File: src/rtl/hazard_tracker_pkg.sv
// Shared pipeline types for the hazard tracker:
// register width, x0 constant, slot bundle and slot/source match.
package hazard_tracker_pkg;

  localparam int REG_W = 5;
  localparam logic [REG_W-1:0] REG_ZERO = '0;

  typedef struct packed {
    logic             valid;
    logic [REG_W-1:0] rd;
    logic             regwrite;
    logic             memread;
  } slot_t;

  function automatic logic slot_match(
    input slot_t            s,
    input logic [REG_W-1:0] rs,
    input logic             used
  );
    return s.valid && s.regwrite && used &&
           (s.rd != REG_ZERO) && (s.rd == rs);
  endfunction

endpackage

File: src/rtl/hazard_tracker_sat_counter.sv
// Saturating up-counter with enable; sticks at all-ones.
// Cleared asynchronously by reset.
module sat_counter #(
  parameter int W = 16
) (
  input  logic         clk_i,
  input  logic         rst_i,
  input  logic         en_i,
  output logic [W-1:0] cnt_o
);

  logic [W-1:0] cnt_q;

  always_ff @(posedge clk_i or posedge rst_i) begin
    if (rst_i) begin
      cnt_q <= '0;
    end else if (en_i && !(&cnt_q)) begin
      cnt_q <= cnt_q + 1'b1;
    end
  end

  assign cnt_o = cnt_q;

endmodule

File: src/rtl/hazard_tracker.sv
// Tracks EX/MEM/WB destinations and raises the ID stall for
// load-use and branch-in-ID hazards; counts stall cycles.
import hazard_tracker_pkg::*;

module hazard_tracker #(
  parameter int CNT_W = 16
) (
  input  logic             clk_i,
  input  logic             rst_i,
  input  logic             issue_valid_i,
  input  logic [REG_W-1:0] issue_rd_i,
  input  logic             issue_regwrite_i,
  input  logic             issue_memread_i,
  input  logic [REG_W-1:0] rs1_i,
  input  logic [REG_W-1:0] rs2_i,
  input  logic             rs1_used_i,
  input  logic             rs2_used_i,
  input  logic             branch_i,
  input  logic             flush_i,
  input  logic             mem_stall_i,
  output logic             stall_o,
  output logic [REG_W-1:0] ex_rd_o,
  output logic [REG_W-1:0] mem_rd_o,
  output logic [REG_W-1:0] wb_rd_o,
  output logic [CNT_W-1:0] stall_cnt_o
);

  slot_t ex_q, mem_q, wb_q, id_slot;
  logic  ex_hit, mem_hit, stall;
  logic  unused_wb;

  always_comb begin
    ex_hit  = slot_match(ex_q, rs1_i, rs1_used_i) ||
              slot_match(ex_q, rs2_i, rs2_used_i);
    mem_hit = slot_match(mem_q, rs1_i, rs1_used_i) ||
              slot_match(mem_q, rs2_i, rs2_used_i);
    stall   = issue_valid_i && !flush_i &&
              ((ex_hit && ex_q.memread) ||
               (branch_i && ex_hit) ||
               (branch_i && mem_hit && mem_q.memread));
    id_slot = '0;
    if (issue_valid_i && !stall && !flush_i) begin
      id_slot.valid    = 1'b1;
      id_slot.rd       = issue_rd_i;
      id_slot.regwrite = issue_regwrite_i;
      id_slot.memread  = issue_memread_i;
    end
  end

  always_ff @(posedge clk_i or posedge rst_i) begin
    if (rst_i) begin
      ex_q  <= '0;
      mem_q <= '0;
      wb_q  <= '0;
    end else if (!mem_stall_i) begin
      wb_q  <= mem_q;
      mem_q <= ex_q;
      ex_q  <= id_slot;
    end
  end

  // WB never stalls; its type bits are tracked only for visibility.
  assign unused_wb = ^{wb_q.regwrite, wb_q.memread};

  assign stall_o  = stall;
  assign ex_rd_o  = ex_q.valid  ? ex_q.rd  : REG_ZERO;
  assign mem_rd_o = mem_q.valid ? mem_q.rd : REG_ZERO;
  assign wb_rd_o  = wb_q.valid  ? wb_q.rd  : REG_ZERO;

  sat_counter #(
    .W(CNT_W)
  ) u_cnt (
    .clk_i (clk_i),
    .rst_i (rst_i),
    .en_i  (stall && !mem_stall_i),
    .cnt_o (stall_cnt_o)
  );

endmodule
File: config.mk
export PLATFORM = sky130hd
export DESIGN_NAME = hazard_tracker
export DESIGN_NICKNAME = d
export VERILOG_FILES = /design/src/rtl/hazard_tracker_pkg.sv /design/src/rtl/hazard_tracker_sat_counter.sv /design/src/rtl/hazard_tracker.sv
export SDC_FILE = /design/constraint.sdc
export NUM_CORES = 1
export LEC_CHECK = 0
export CELL_PAD_IN_SITES_DETAIL_PLACEMENT = 1
export CELL_PAD_IN_SITES_GLOBAL_PLACEMENT = 1
export CORE_MARGIN = 3
export CORE_UTILIZATION = 37
export DETAILED_ROUTE_END_ITERATION = 10
export PLACE_DENSITY = 0.76
export SYNTH_ARGS = -nofsm -noshare
export SYNTH_HDL_FRONTEND = slang
export SYNTH_SLANG_ARGS = --single-unit
File: constraint.sdc
create_clock -name clk_i -period 2.4 [get_ports clk_i]
set_input_delay 0.72 -clock clk_i [delete_from_list [all_inputs] [get_ports clk_i]]
set_output_delay 0.72 -clock clk_i [all_outputs]
set_load 0.02 [all_outputs]
-- Word level (Yosys, flattened, before mapping)
Cells that the tools add are included.
Widths: inputs -> output; s select.
- add/subtract/negate cells: 1
- multiply operators: 0
- div/mod/pow operators: 0
- $lt $le $gt $ge: 0
- equal/unequal tests: 4
- shift-type cells: 0
- multiplexer cells: 4
- bitwise logic cells: 0
- reductions and logical operators: 35
- operator list (cell ; count):
    $logic_and 1x1->1 ; 24
    $eq 5x5->1 ; 4
    $add 16x1->16 const B ; 1
    $reduce_and 16->1 ; 1
    $mux 5 ; 3
    $reduce_bool 5->1 ; 2
    $mux 8 ; 1
    $logic_not 1->1 ; 4
    $logic_or 1x1->1 ; 4
- flip-flop bits (word level): 38
- bits in latches: 0
- bits in writable memories: 0
- memory bits (read-only): 0
- memories: 0

-- Longest topological paths before layout
Gate-level depths: netlist of the first run.
- depth in word-level cells: 13
- gate-level depth with buffers: 8
- gate-level depth less buffers: 7

-- Modules after synthesis
Synthesis of the first run repeated with hierarchy kept, for this count alone.
- cells, all modules: 175
- area total of the unflattened synthesis: 2014.4 sq um
- by module, submodules not included (module ; times used ; cells an instance ; area an instance (sq um) ; seq. area each (sq um)):
    hazard_tracker ; 1 ; 102 ; 1216.2 ; 550.5
    sat_counter ; 1 ; 73 ; 798.3 ; 400.4

-- Worst setup path after synthesis of the first run
Ideal clock, no wire load.
- kind: input to output
- from: in rs1_i[2]
- to: out stall_o
- arrival time: 1.567 ns
- setup slack: 0.113 ns
- stages: 5
- path buffers: 0
- path through: xnor2_1 nand4_1 o22ai_1 a22oi_2 nor2_1
- longest elaborated chain between the ends: 7
- elaborated cells on any way between the ends: 13
- classes of those cells: 2 x eq/ne; 11 x reduce/logical
- RTL lines (item ; RTL line ; RTL):
    from (decl) ; hazard_tracker.sv:14 ; input logic [REG_W-1:0] rs1_i,
    $eq 5x5->1 ; hazard_tracker_pkg.sv:21 ; (s.rd != REG_ZERO) && (s.rd == rs);
    $logic_and 1x1->1 ; hazard_tracker_pkg.sv:21 ;
    $logic_or 1x1->1, on equally long branches ; hazard_tracker.sv:33, hazard_tracker.sv:35 ;
    $logic_and 1x1->1, on equally long branches ; hazard_tracker.sv:38, hazard_tracker.sv:39, hazard_tracker.sv:40 ;
    $logic_or 1x1->1 or $logic_and 1x1->1 (tied branches) ; hazard_tracker.sv:38, hazard_tracker.sv:40 ;
    $logic_or 1x1->1 * ; hazard_tracker.sv:39 ; (branch_i && ex_hit) ||
    $logic_and 1x1->1 * ; hazard_tracker.sv:37 ; stall = issue_valid_i && !flush_i &&
    to (decl) ; hazard_tracker.sv:21 ; output logic stall_o,
Mark *: on every way between the ends. The rest lies on a longest branch, timed or not.

-- Worst setup path after layout of the first run
- from: reg ex_q[4] (netlist name)
- to: out stall_o
- longest elaborated chain between the ends: 8
- elaborated cells on any way between the ends: 13
- classes of those cells: 2 x eq/ne; 11 x reduce/logical
- RTL lines (item ; RTL line ; RTL):
    from (decl) ; hazard_tracker.sv:28 ; slot_t ex_q, mem_q, wb_q, id_slot;
    from (signal assigned) ; hazard_tracker.sv:58 ; ex_q <= id_slot;
    $reduce_bool 5->1 ; hazard_tracker_pkg.sv:21 ;
    $logic_and 1x1->1 ; hazard_tracker_pkg.sv:20 ; return s.valid && s.regwrite && used &&
    $logic_and 1x1->1 ; hazard_tracker_pkg.sv:21 ;
    $logic_or 1x1->1 * ; hazard_tracker.sv:33 ; ex_hit = slot_match(ex_q, rs1_i, rs1_used_i) ||
    $logic_and 1x1->1, on equally long branches ; hazard_tracker.sv:38, hazard_tracker.sv:39 ;
    $logic_or 1x1->1 * ; hazard_tracker.sv:38 ; ((ex_hit && ex_q.memread) ||
    $logic_or 1x1->1 * ; hazard_tracker.sv:39 ;
    $logic_and 1x1->1 * ; hazard_tracker.sv:37 ;
Marked as above.

==> impl_metrics.env, run 1 <==
export IMPL_outcome="finished with violations"
export IMPL_violations="setup timing"
export IMPL_grt_pass1_wl_um=9025
export IMPL_topRoutingLayerUsed="met4"
export IMPL_wl_met1_um=2452
export IMPL_worstHoldStart="u_cnt.cnt_o[6]"
export IMPL_startpoint_type="flop"
export IMPL_synth_top_area_share=0.4810
export IMPL_path_cells="or4_4 -> o22a_1 -> a22oi_2 -> nor2_1 -> buf_4"
export IMPL_rows=25
export IMPL_grt_use_total=0.1881
export IMPL_rsz0062_at_grt="yes"
export IMPL_slowest_stage="or4_4"
export IMPL_viasPerCell=5.159
export IMPL_cts_buffers=5
export IMPL_die_area_mm2=0.006256
export IMPL_fin_skew_ns=0.007604
export IMPL_p_clk_frac=0.422
export IMPL_ys_flop_type="dfrtp_1"
export IMPL_avgSynthCellArea_um2=12.13
export IMPL_seqCellArea_um2=950.9
export IMPL_vias=1625
export IMPL_clkSlewWorstSetupHoldPaths_ns=0.08
export IMPL_drive_gt1_frac=0.2863
export IMPL_whs_ns=0.4954
export IMPL_pwr_density_cell_mw_per_mm2=543.0
export IMPL_synthCells=163
export IMPL_required_ns=1.68
export IMPL_clk_latency_ns=0.30
export IMPL_overflow=0
export IMPL_ios=57
export IMPL_ys_types=31
export IMPL_wl_met2_um=2885
export IMPL_switching_power_uw=363.1
export IMPL_reg2reg_depth=10
export IMPL_cp_top_family="simple AND/OR/NAND/NOR gates"
export IMPL_slew_headroom=0.6789
export IMPL_n_fill_cell=526
export IMPL_max_stage_delay_ns=0.52
export IMPL_routed_wl_um=5651
export IMPL_wire_per_inst_um=17.94
export IMPL_yosysMostFrequentCell="dfrtp_1"
export IMPL_drtAntennaViolNets=0
export IMPL_drt_iter0_markers=48
export IMPL_finalWorstSetupSlack_ns=-0.2107
export IMPL_drv_cap=0
export IMPL_synthArstFlopShare=1.000
export IMPL_p_int_uw=1244
export IMPL_yosysTopAreaCell="dfrtp_1"
export IMPL_path_buf_inv=1
export IMPL_start_util=0.4000
export IMPL_fin_nets=273
export IMPL_critical_path_class="flop to output port"
export IMPL_seqPwrFrac=0.432
export IMPL_worst_pin_slew_ns=0.4817
export IMPL_cp_arrival_ns=1.89
export IMPL_holdPathStages=1
export IMPL_ys_warn_count=0
export IMPL_hold_path_class="flop to flop"
export IMPL_hpwl_um=3850
export IMPL_syn_area_mm2=0.001977
export IMPL_setup_viol=13
export IMPL_power_frac_comb=0.146
export IMPL_antenna_found_initial=0
export IMPL_tritoncts="yes"
export IMPL_fmax_mhz=383.0
export IMPL_cts_root_buf="clkbuf_8"
export IMPL_fin_crit_sh=1.088
export IMPL_reg2reg_setup_slack_ns=-0.07
export IMPL_gp_congestion=0.9173
export IMPL_yosysSeqAreaShare=0.4810
export IMPL_die_x_um=79.10
export IMPL_synth_seq_cells=38
export IMPL_drc_errors=0
export IMPL_synth_common_cells="dfrtp_1 (38), xnor2_1 (32), and2_1 (16)"
export IMPL_peakVddDrop_v=0.0002493
export IMPL_cellLeakagePower_uw=0.001328
export IMPL_fin_crit_ns=2.611
export IMPL_area_delta_synth_final_pct=49.68
export IMPL_switching_share=0.2260
export IMPL_firstDrtPassIters=4
export IMPL_portBuffers=56
export IMPL_path_max_fanout=2
export IMPL_worstReg2RegEnd="u_cnt.cnt_o[1]"
export IMPL_r2r_start="ex_q[5]"
export IMPL_grt_max_degree=39
export IMPL_hold_end="u_cnt.cnt_o[6]"
export IMPL_multiInputGateArea_mm2=0.001039
export IMPL_synth_area_leaders="dfrtp_1 (48%), xnor2_1 (14%), mux2_2 (8.5%)"
export IMPL_htreeDepth=2
export IMPL_path_depth=5
export IMPL_clock_sinks=38
export IMPL_synth_fp_nets=189
export IMPL_synth_edf_count=0
export IMPL_dr_wl_met3_um=222
export IMPL_dieHeight_um=79.10
export IMPL_antenna_cells=0
export IMPL_clk_path_buf_depth=2
export IMPL_grt_pass1_vias=1786
export IMPL_drv_slew=0
export IMPL_finalSetupTns_ns=-0.7017
export IMPL_placeableCoreArea_mm2=0.004942
export IMPL_hold_viol=0
export IMPL_end_kind="output port"
cell type report:
cell class	instances	area share
inverters	1	0.001268
clock inverters	2	0.02030
clock buffers	6	0.02791
well taps	67	0.02833
repair buffers	81	0.2499
flip-flops and latches	38	0.3214
multi-input cells	120	0.3510
how the worst max path moves through the flow:
stage              from  endpoint  slack, ns
3_3_place_gp   rs1_i[2]   stall_o      -0.88
4_1_cts         ex_q[3]   stall_o      -0.18
2_1_floorplan  rs1_i[2]   stall_o       0.11
6_report        ex_q[4]   stall_o      -0.21
3_5_place_dp   rs1_i[2]   stall_o      -0.93
5_1_grt         ex_q[3]   stall_o      -0.27
layout by cell type (no fill, tap or decap), types with 4 or more instances in the layout:
| master | n |
|---|---|
| and3_1 | 4 |
| xnor2_2 | 4 |
| mux2_2 | 15 |
| clkbuf_8 | 6 |
| and2_1 | 16 |
| clkdlybuf4s50_1 | 42 |
| nand3_1 | 5 |
| dfrtp_1 | 38 |
| nand2_1 | 4 |
| a22o_1 | 7 |
| xnor2_1 | 29 |
| clkbuf_2 | 6 |
| buf_4 | 23 |
| nand4_1 | 14 |
through the flow:
step / cell area (um^2) / total power [uW] / instances / util / worst slack [ns]
after floorplan: 1977 / 813.5 / 163 / - / 0.1126
final: 2959 / 1607 / 315 / 0.5987 / -0.2107
after global placement: 2776 / 930.4 / 304 / 0.5618 / -0.8779
after detailed placement: 2776 / 940.9 / 304 / 0.5618 / -0.9337
after CTS: 2940 / 1614 / 313 / 0.5949 / -0.1801
after global routing: 2959 / 1667 / 315 / 0.5987 / -0.2656
sequential cells by signal, indices dropped and copies added, names as in the netlist:
register	cells
mem_q	8
wb_q	6
ex_q	8
u_cnt.cnt_o	16
layer usage:
layer	vias up	GRT usage
met2	48	0.3266
met3	11	0.04649
met5	-	0
met1	813	0.2267
li1	753	-
met4	0	0.06357
logic make-up after synthesis:
family	Yosys count	synth area share
AOI/OAI and AO/OA	14	0.07089
DFF	38	0.4810
muxes	15	0.08544
xor gates and xnor gates	35	0.1589
adders and majority gates	1	0.006328
buffers and inverters	5	0.01329
and+or+nand+nor	55	0.1842
power by group through the flow:
stage / combinational, uW / sequential [uW] / clock, uW
floorplan: 107 / 706 / 0
global placement: 226 / 704 / 0
detailed placement: 235 / 706 / 0
CTS: 236 / 694 / 685
global route: 254 / 698 / 715
finish: 235 / 694 / 677
repair_timing:
| item | 4_1_cts | 5_1_grt |
|---|---|---|
| gates resized for setup | 27 | 18 |
| hold buffers | 0 | 0 |
| endpoints found under the hold margin | 0 | 0 |
| buffers inserted | 1 | 1 |
| cloned | 0 | 1 |
| setup endpoints to repair | 17 | 14 |
| pin swaps | 13 | 15 |
Note: power is estimated with default switching activity, not from simulation.
==> inputs of run 2 (changes only) <==
--- a/config.mk
+++ b/config.mk
@@ -5,12 +5,13 @@
 export SDC_FILE = /design/constraint.sdc
 export NUM_CORES = 1
 export LEC_CHECK = 0
+export CAP_MARGIN = 20
 export CELL_PAD_IN_SITES_DETAIL_PLACEMENT = 1
 export CELL_PAD_IN_SITES_GLOBAL_PLACEMENT = 1
 export CORE_MARGIN = 3
-export CORE_UTILIZATION = 37
+export CORE_UTILIZATION = 40
 export DETAILED_ROUTE_END_ITERATION = 10
-export PLACE_DENSITY = 0.76
+export PLACE_DENSITY = 0.81
 export SYNTH_ARGS = -nofsm -noshare
 export SYNTH_HDL_FRONTEND = slang
 export SYNTH_SLANG_ARGS = --single-unit
==> constraint.sdc (replaced) <==
create_clock -name clk_i -period 3.39 [get_ports clk_i]
set_input_delay 1.017 -clock clk_i [delete_from_list [all_inputs] [get_ports clk_i]]
set_output_delay 1.017 -clock clk_i [all_outputs]
set_load 0.02 [all_outputs]
==> run 2 against run 1 <==
The run now ends clean. Design area fell by 6.8%. Non-clock buffer count fell by 19. Worst setup slack improved by 0.34 ns. Clock-buffer cell count rose by 1. Register-to-register slack improved by 1.2 ns. Flip-flop and latch count did not move. First-iteration DRC count rose by 65%. Clock power fell by 53%. Core utilization rose by 0.54 points. Critical endpoint unchanged. Highest routed layer unchanged.
==> impl_metrics.env, run 2 (synthesized netlist as in run 1, its figures left out) <==
export IMPL_outcome="finished, final reports clean"
export IMPL_antenna_cells=0
export IMPL_switching_share=0.2516
export IMPL_reg2reg_setup_slack_ns=1.09
export IMPL_clock_sinks=38
export IMPL_firstDrtPassIters=4
export IMPL_cts_root_buf="clkbuf_8"
export IMPL_worstHoldStart="wb_q[6]"
export IMPL_drive_gt1_frac=0.1703
export IMPL_mostFrequentLayoutCells="clkdlybuf4s50_1 (45), dfrtp_1 (38), xnor2_1 (32)"
export IMPL_hold_path_class="flop to flop"
export IMPL_overflow=0
export IMPL_seqPwrFrac=0.528
export IMPL_fin_util=0.6042
export IMPL_fmax_mhz=306.4
export IMPL_fin_crit_ns=3.264
export IMPL_setup_viol=0
export IMPL_tritoncts="yes"
export IMPL_grt_pass1_vias=1835
export IMPL_portBuffers=56
export IMPL_die_x_um=76.30
export IMPL_htreeDepth=2
export IMPL_p_clk_frac=0.334
export IMPL_largest_reg_flops=16
export IMPL_grt_use_total=0.1900
export IMPL_startpoint_type="input pin"
export IMPL_fin_crit_sh=0.9629
export IMPL_rows=24
export IMPL_cellLeakagePower_uw=0.001211
export IMPL_drtAntennaViolNets=0
export IMPL_ios=57
export IMPL_rsz0062_at_grt="no"
export IMPL_wire_per_inst_um=18.14
export IMPL_path_max_fanout=2
export IMPL_area_delta_synth_final_pct=39.49
export IMPL_clk_latency_ns=0.29
export IMPL_reg2reg_depth=8
export IMPL_hold_viol=0
export IMPL_gp_congestion=0.8620
export IMPL_pwr_density_cell_mw_per_mm2=345.6
export IMPL_die_area_mm2=0.005822
export IMPL_cp_arrival_ns=2.25
export IMPL_vias=1535
export IMPL_drt_iter0_markers=79
export IMPL_drv_cap=0
export IMPL_clkSlewWorstSetupHoldPaths_ns=0.07
export IMPL_dieHeight_um=76.30
export IMPL_placeableCoreArea_mm2=0.004564
export IMPL_worstReg2RegEnd="u_cnt.cnt_o[1]"
export IMPL_peakVddDrop_v=0.0001765
export IMPL_antenna_found_initial=0
export IMPL_grt_max_degree=39
export IMPL_drv_slew=0
export IMPL_power_frac_comb=0.138
export IMPL_whs_ns=0.5055
export IMPL_clk_path_buf_depth=2
export IMPL_final_common_cell="clkdlybuf4s50_1"
export IMPL_switching_power_uw=239.8
export IMPL_cp_endpoint="stall_o"
export IMPL_required_ns=2.37
export IMPL_routed_wl_um=5334
export IMPL_p_int_uw=713.3
export IMPL_fin_skew_ns=0.005315
export IMPL_r2r_start="ex_q[2]"
export IMPL_viasPerCell=5.221
export IMPL_drc_errors=0
export IMPL_hpwl_um=3832
export IMPL_cts_buffers=5
export IMPL_slew_headroom=0.6788
export IMPL_cts_hold_fix_buffers=0
export IMPL_grt_pass1_wl_um=9004
export IMPL_crit_start="rs1_used_i"
export IMPL_start_util=0.4331
export IMPL_worst_pin_slew_ns=0.4818
export IMPL_critical_path_class="input pin to output port"
export IMPL_end_kind="output port"
export IMPL_fin_nets=254
-- run 2: cell types whose count changed in the layout (fill, tap and decap cells not counted), moves of 3 or more --
cell / previous run / this run
buf_4: 23 / 6
clkbuf_2: 6 / 0
clkdlybuf4s50_1: 42 / 45
dlygate4sd2_1: 2 / 6
dlymetal6s2s_1: 1 / 4
xnor2_1: 29 / 32
xnor2_2: 4 / 1
-- run 2: layout make-up --
| cell class | count | area, um^2 |
|---|---|---|
| inverter | 1 | 3.754 |
| tap | 65 | 81.33 |
| clock buffer | 7 | 86.33 |
| sequential | 38 | 950.9 |
| timing repair buffer | 62 | 618.1 |
| fill | 486 | 1807 |
| multi-input combinational | 120 | 1012 |
| clock inverter | 1 | 5.005 |
-- run 2: critical path: stages --
cell and delay (ns):
clkdlybuf4s50_1 0.50, nand4_1 0.13, o22ai_2 0.22, a22oi_2 0.12, nor2_1 0.12, buf_4 0.15
-- run 2: how the worst min path moves through the flow --
stage              end  cells after the start
6_report       wb_q[6]                      1
5_1_grt        wb_q[6]                      1
4_1_cts        wb_q[6]                      1
3_5_place_dp   wb_q[6]                      1
3_3_place_gp   wb_q[3]                      1
2_1_floorplan  wb_q[2]                      1
-- run 2: per-layer routing --
layer  part of all wire  vias up  track usage
li1                   -      713            -
met1               0.44      759       0.2282
met2               0.51       55       0.3357
met3              0.046        8      0.04846
met4              0.011        0      0.05254
met5                  0        -            0
-- run 2: what timing repair did --
item,4_1_cts,5_1_grt
gates resized for setup,13,4
setup buffers,0,0
endpoints found under the setup margin,1,1
pin swaps,3,2
endpoints found under the hold margin,0,0
-- run 2: power by group through the flow --
stage / combinational (uW) / sequential, uW / clock (uW)
global placement: 128 / 510 / 0
global route: 143 / 507 / 350
floorplan: 75.8 / 500 / 0
CTS: 134 / 503 / 329
finish: 132 / 503 / 318
detailed placement: 134 / 512 / 0
-- run 2: stage by stage --
| step | setup slack [ns] | area [um^2] | std cells | power (uW) | setup TNS, ns |
|---|---|---|---|---|---|
| after global routing | 0.04874 | 2758 | 294 | 1001 | 0 |
| after detailed placement | -0.5736 | 2654 | 286 | 645.7 | -0.5736 |
| after global placement | -0.4879 | 2654 | 286 | 638.0 | -0.4879 |
| after CTS | 0.02603 | 2748 | 294 | 965.2 | 0 |
| final | 0.1259 | 2758 | 294 | 953.0 | 0 |
| after floorplan | 0.5086 | 1977 | 163 | 575.9 | 0 |
==> inputs of run 3 (changes only) <==
--- a/config.mk
+++ b/config.mk
@@ -5,9 +5,11 @@
 export SDC_FILE = /design/constraint.sdc
 export NUM_CORES = 1
 export LEC_CHECK = 0
+export ABC_CLOCK_PERIOD_IN_PS = 3390
 export CAP_MARGIN = 20
 export CELL_PAD_IN_SITES_DETAIL_PLACEMENT = 1
 export CELL_PAD_IN_SITES_GLOBAL_PLACEMENT = 1
+export CORE_ASPECT_RATIO = 0.5
 export CORE_MARGIN = 3
 export CORE_UTILIZATION = 40
 export DETAILED_ROUTE_END_ITERATION = 10
==> run 3 against run 2 <==
Worst hold slack got worse by 0.0028 ns. First-iteration DRC count fell by 70%. Worst setup slack gained 0.033 ns.
==> impl_metrics.env, run 3 (synthesized netlist as in run 1, its figures left out) <==
export IMPL_overflow=0
export IMPL_grt_max_degree=39
export IMPL_hpwl_um=3640
export IMPL_cts_buffers=5
export IMPL_placeableCoreArea_mm2=0.004573
export IMPL_dieHeight_um=55.71
export IMPL_reg2reg_setup_slack_ns=1.13
export IMPL_fin_skew_ns=0.006697
export IMPL_postPlaceCellArea_mm2=0.002663
export IMPL_rsz0062_at_grt="no"
export IMPL_wire_per_inst_um=16.27
export IMPL_clk_path_buf_depth=2
export IMPL_portBuffers=56
export IMPL_dp_slack_ns=-0.5033
export IMPL_path_max_fanout=2
export IMPL_fmax_mhz=309.5
export IMPL_max_stage_delay_ns=0.48
export IMPL_final_common_cell="clkdlybuf4s50_1"
export IMPL_startpoint_type="input pin"
export IMPL_die_x_um=105.4
export IMPL_antenna_cells=0
export IMPL_vias=1508
export IMPL_n_fill_cell=485
export IMPL_required_ns=2.37
export IMPL_pwr_density_cell_mw_per_mm2=361.6
export IMPL_switching_power_uw=236.5
export IMPL_start_util=0.4323
export IMPL_critical_path_class="input pin to output port"
export IMPL_switching_share=0.2349
export IMPL_p_int_uw=770.5
export IMPL_drv_slew=0
export IMPL_mostFrequentLayoutCells="clkdlybuf4s50_1 (45), dfrtp_1 (38), xnor2_1 (32)"
export IMPL_grt_use_total=0.1781
export IMPL_area_delta_synth_final_pct=40.89
export IMPL_rows=17
export IMPL_path_cells="clkdlybuf4s50_1 -> nand4_1 -> o22ai_2 -> a22oi_2 -> nor2_1 -> buf_4"
export IMPL_drive_gt1_frac=0.1696
export IMPL_power_frac_comb=0.131
export IMPL_gp_congestion=0.8265
export IMPL_seqPwrFrac=0.499
export IMPL_post_cts_buffers=0
export IMPL_routed_wl_um=4815
export IMPL_drc_errors=0
export IMPL_finalWorstSetupSlack_ns=0.1593
export IMPL_power_total_uw=1007
export IMPL_p_clk_frac=0.371
export IMPL_largest_reg_flops=16
export IMPL_slowest_stage="clkdlybuf4s50_1"
export IMPL_grt_pass1_wl_um=8390
export IMPL_die_area_mm2=0.005873
export IMPL_setup_viol=0
export IMPL_slew_headroom=0.6817
export IMPL_clkSlewWorstSetupHoldPaths_ns=0.07
export IMPL_drt_iter0_markers=24
export IMPL_hold_viol=0
export IMPL_cts_hold_fix_buffers=0
export IMPL_peakVddDrop_v=0.0002512
export IMPL_clk_latency_ns=0.29
export IMPL_end_kind="output port"
export IMPL_fin_crit_sh=0.9530
export IMPL_cp_arrival_ns=2.21
export IMPL_cellLeakagePower_uw=0.001228
export IMPL_stdcell_area_mm2=0.002785
export IMPL_cts_root_buf="clkbuf_8"
export IMPL_firstDrtPassIters=4
export IMPL_viasPerCell=5.095
export IMPL_drtAntennaViolNets=0
export IMPL_tritoncts="yes"
export IMPL_fin_crit_ns=3.231
export IMPL_outcome="finished, final reports clean"
export IMPL_hold_path_class="flop to flop"
export IMPL_worst_pin_slew_ns=0.4775
export IMPL_grt_pass1_vias=1690
export IMPL_ios=57
export IMPL_htreeDepth=2
export IMPL_fin_nets=255
export IMPL_drv_cap=0
export IMPL_antenna_found_initial=0
export IMPL_clock_sinks=38
## run 3: metrics by stage
step | TNS (ns) | std cells | util | hold slack (ns)
2_1_floorplan | 0 | 163 | - | 0.4706
3_3_place_gp | -0.4814 | 288 | 0.5822 | 0.4812
3_5_place_dp | -0.5033 | 288 | 0.5822 | 0.4934
4_1_cts | 0 | 296 | 0.6063 | 0.5099
5_1_grt | 0 | 296 | 0.6090 | 0.5300
6_report | 0 | 296 | 0.6090 | 0.5028
## run 3: worst paths after layout
| path | start | endpoint | depth (start not counted) |
|---|---|---|---|
| worst max-delay path | rs1_used_i | stall_o | 6 |
| max in group asynchronous | rst_i | u_cnt.cnt_o[1] | 3 |
| worst max register to register | mem_q[2] | u_cnt.cnt_o[1] | 8 |
| worst min-delay path | wb_q[2] | wb_q[2] | 1 |
| worst min register to register | wb_q[2] | wb_q[2] | 1 |
| min in group asynchronous | rst_i | u_cnt.cnt_o[6] | 3 |
## run 3: power groups by stage
stage,clock [uW],combinational (uW),sequential (uW)
floorplan,0,75.8,500
global placement,0,131,509
detailed placement,0,135,511
CTS,385,134,502
global route,400,144,506
finish,373,132,502
## run 3: area by class of cell
| type | count | area (um^2) | area share |
|---|---|---|---|
| clock buffers | 7 | 76.32 | 0.02740 |
| well taps | 66 | 82.58 | 0.02965 |
| clock inverters | 1 | 30.03 | 0.01078 |
| inverters | 1 | 3.754 | 0.001348 |
| repair buffers | 63 | 629.4 | 0.2260 |
| flip-flops and latches | 38 | 950.9 | 0.3414 |
| multi-input cells | 120 | 1012 | 0.3634 |
## run 3: timing repair
item / 4_1_cts / 5_1_grt
setup endpoints to repair: 1 / 1
pin swaps: 4 / 1
resized for setup: 12 / 5
## run 3: critical path, delay by kind of cell
family	cells	cell delay, ns
buffers and inverters	2	0.63
AOI/OAI and AO/OA	2	0.32
and+or+nand+nor	2	0.25
## run 3: per-layer routing
| layer | GRT usage | share of wire |
|---|---|---|
| met3 | 0.03824 | 0.034 |
| met1 | 0.2277 | 0.47 |
| met4 | 0.06355 | 0.020 |
| met5 | 0 | 0 |
| met2 | 0.2998 | 0.47 |
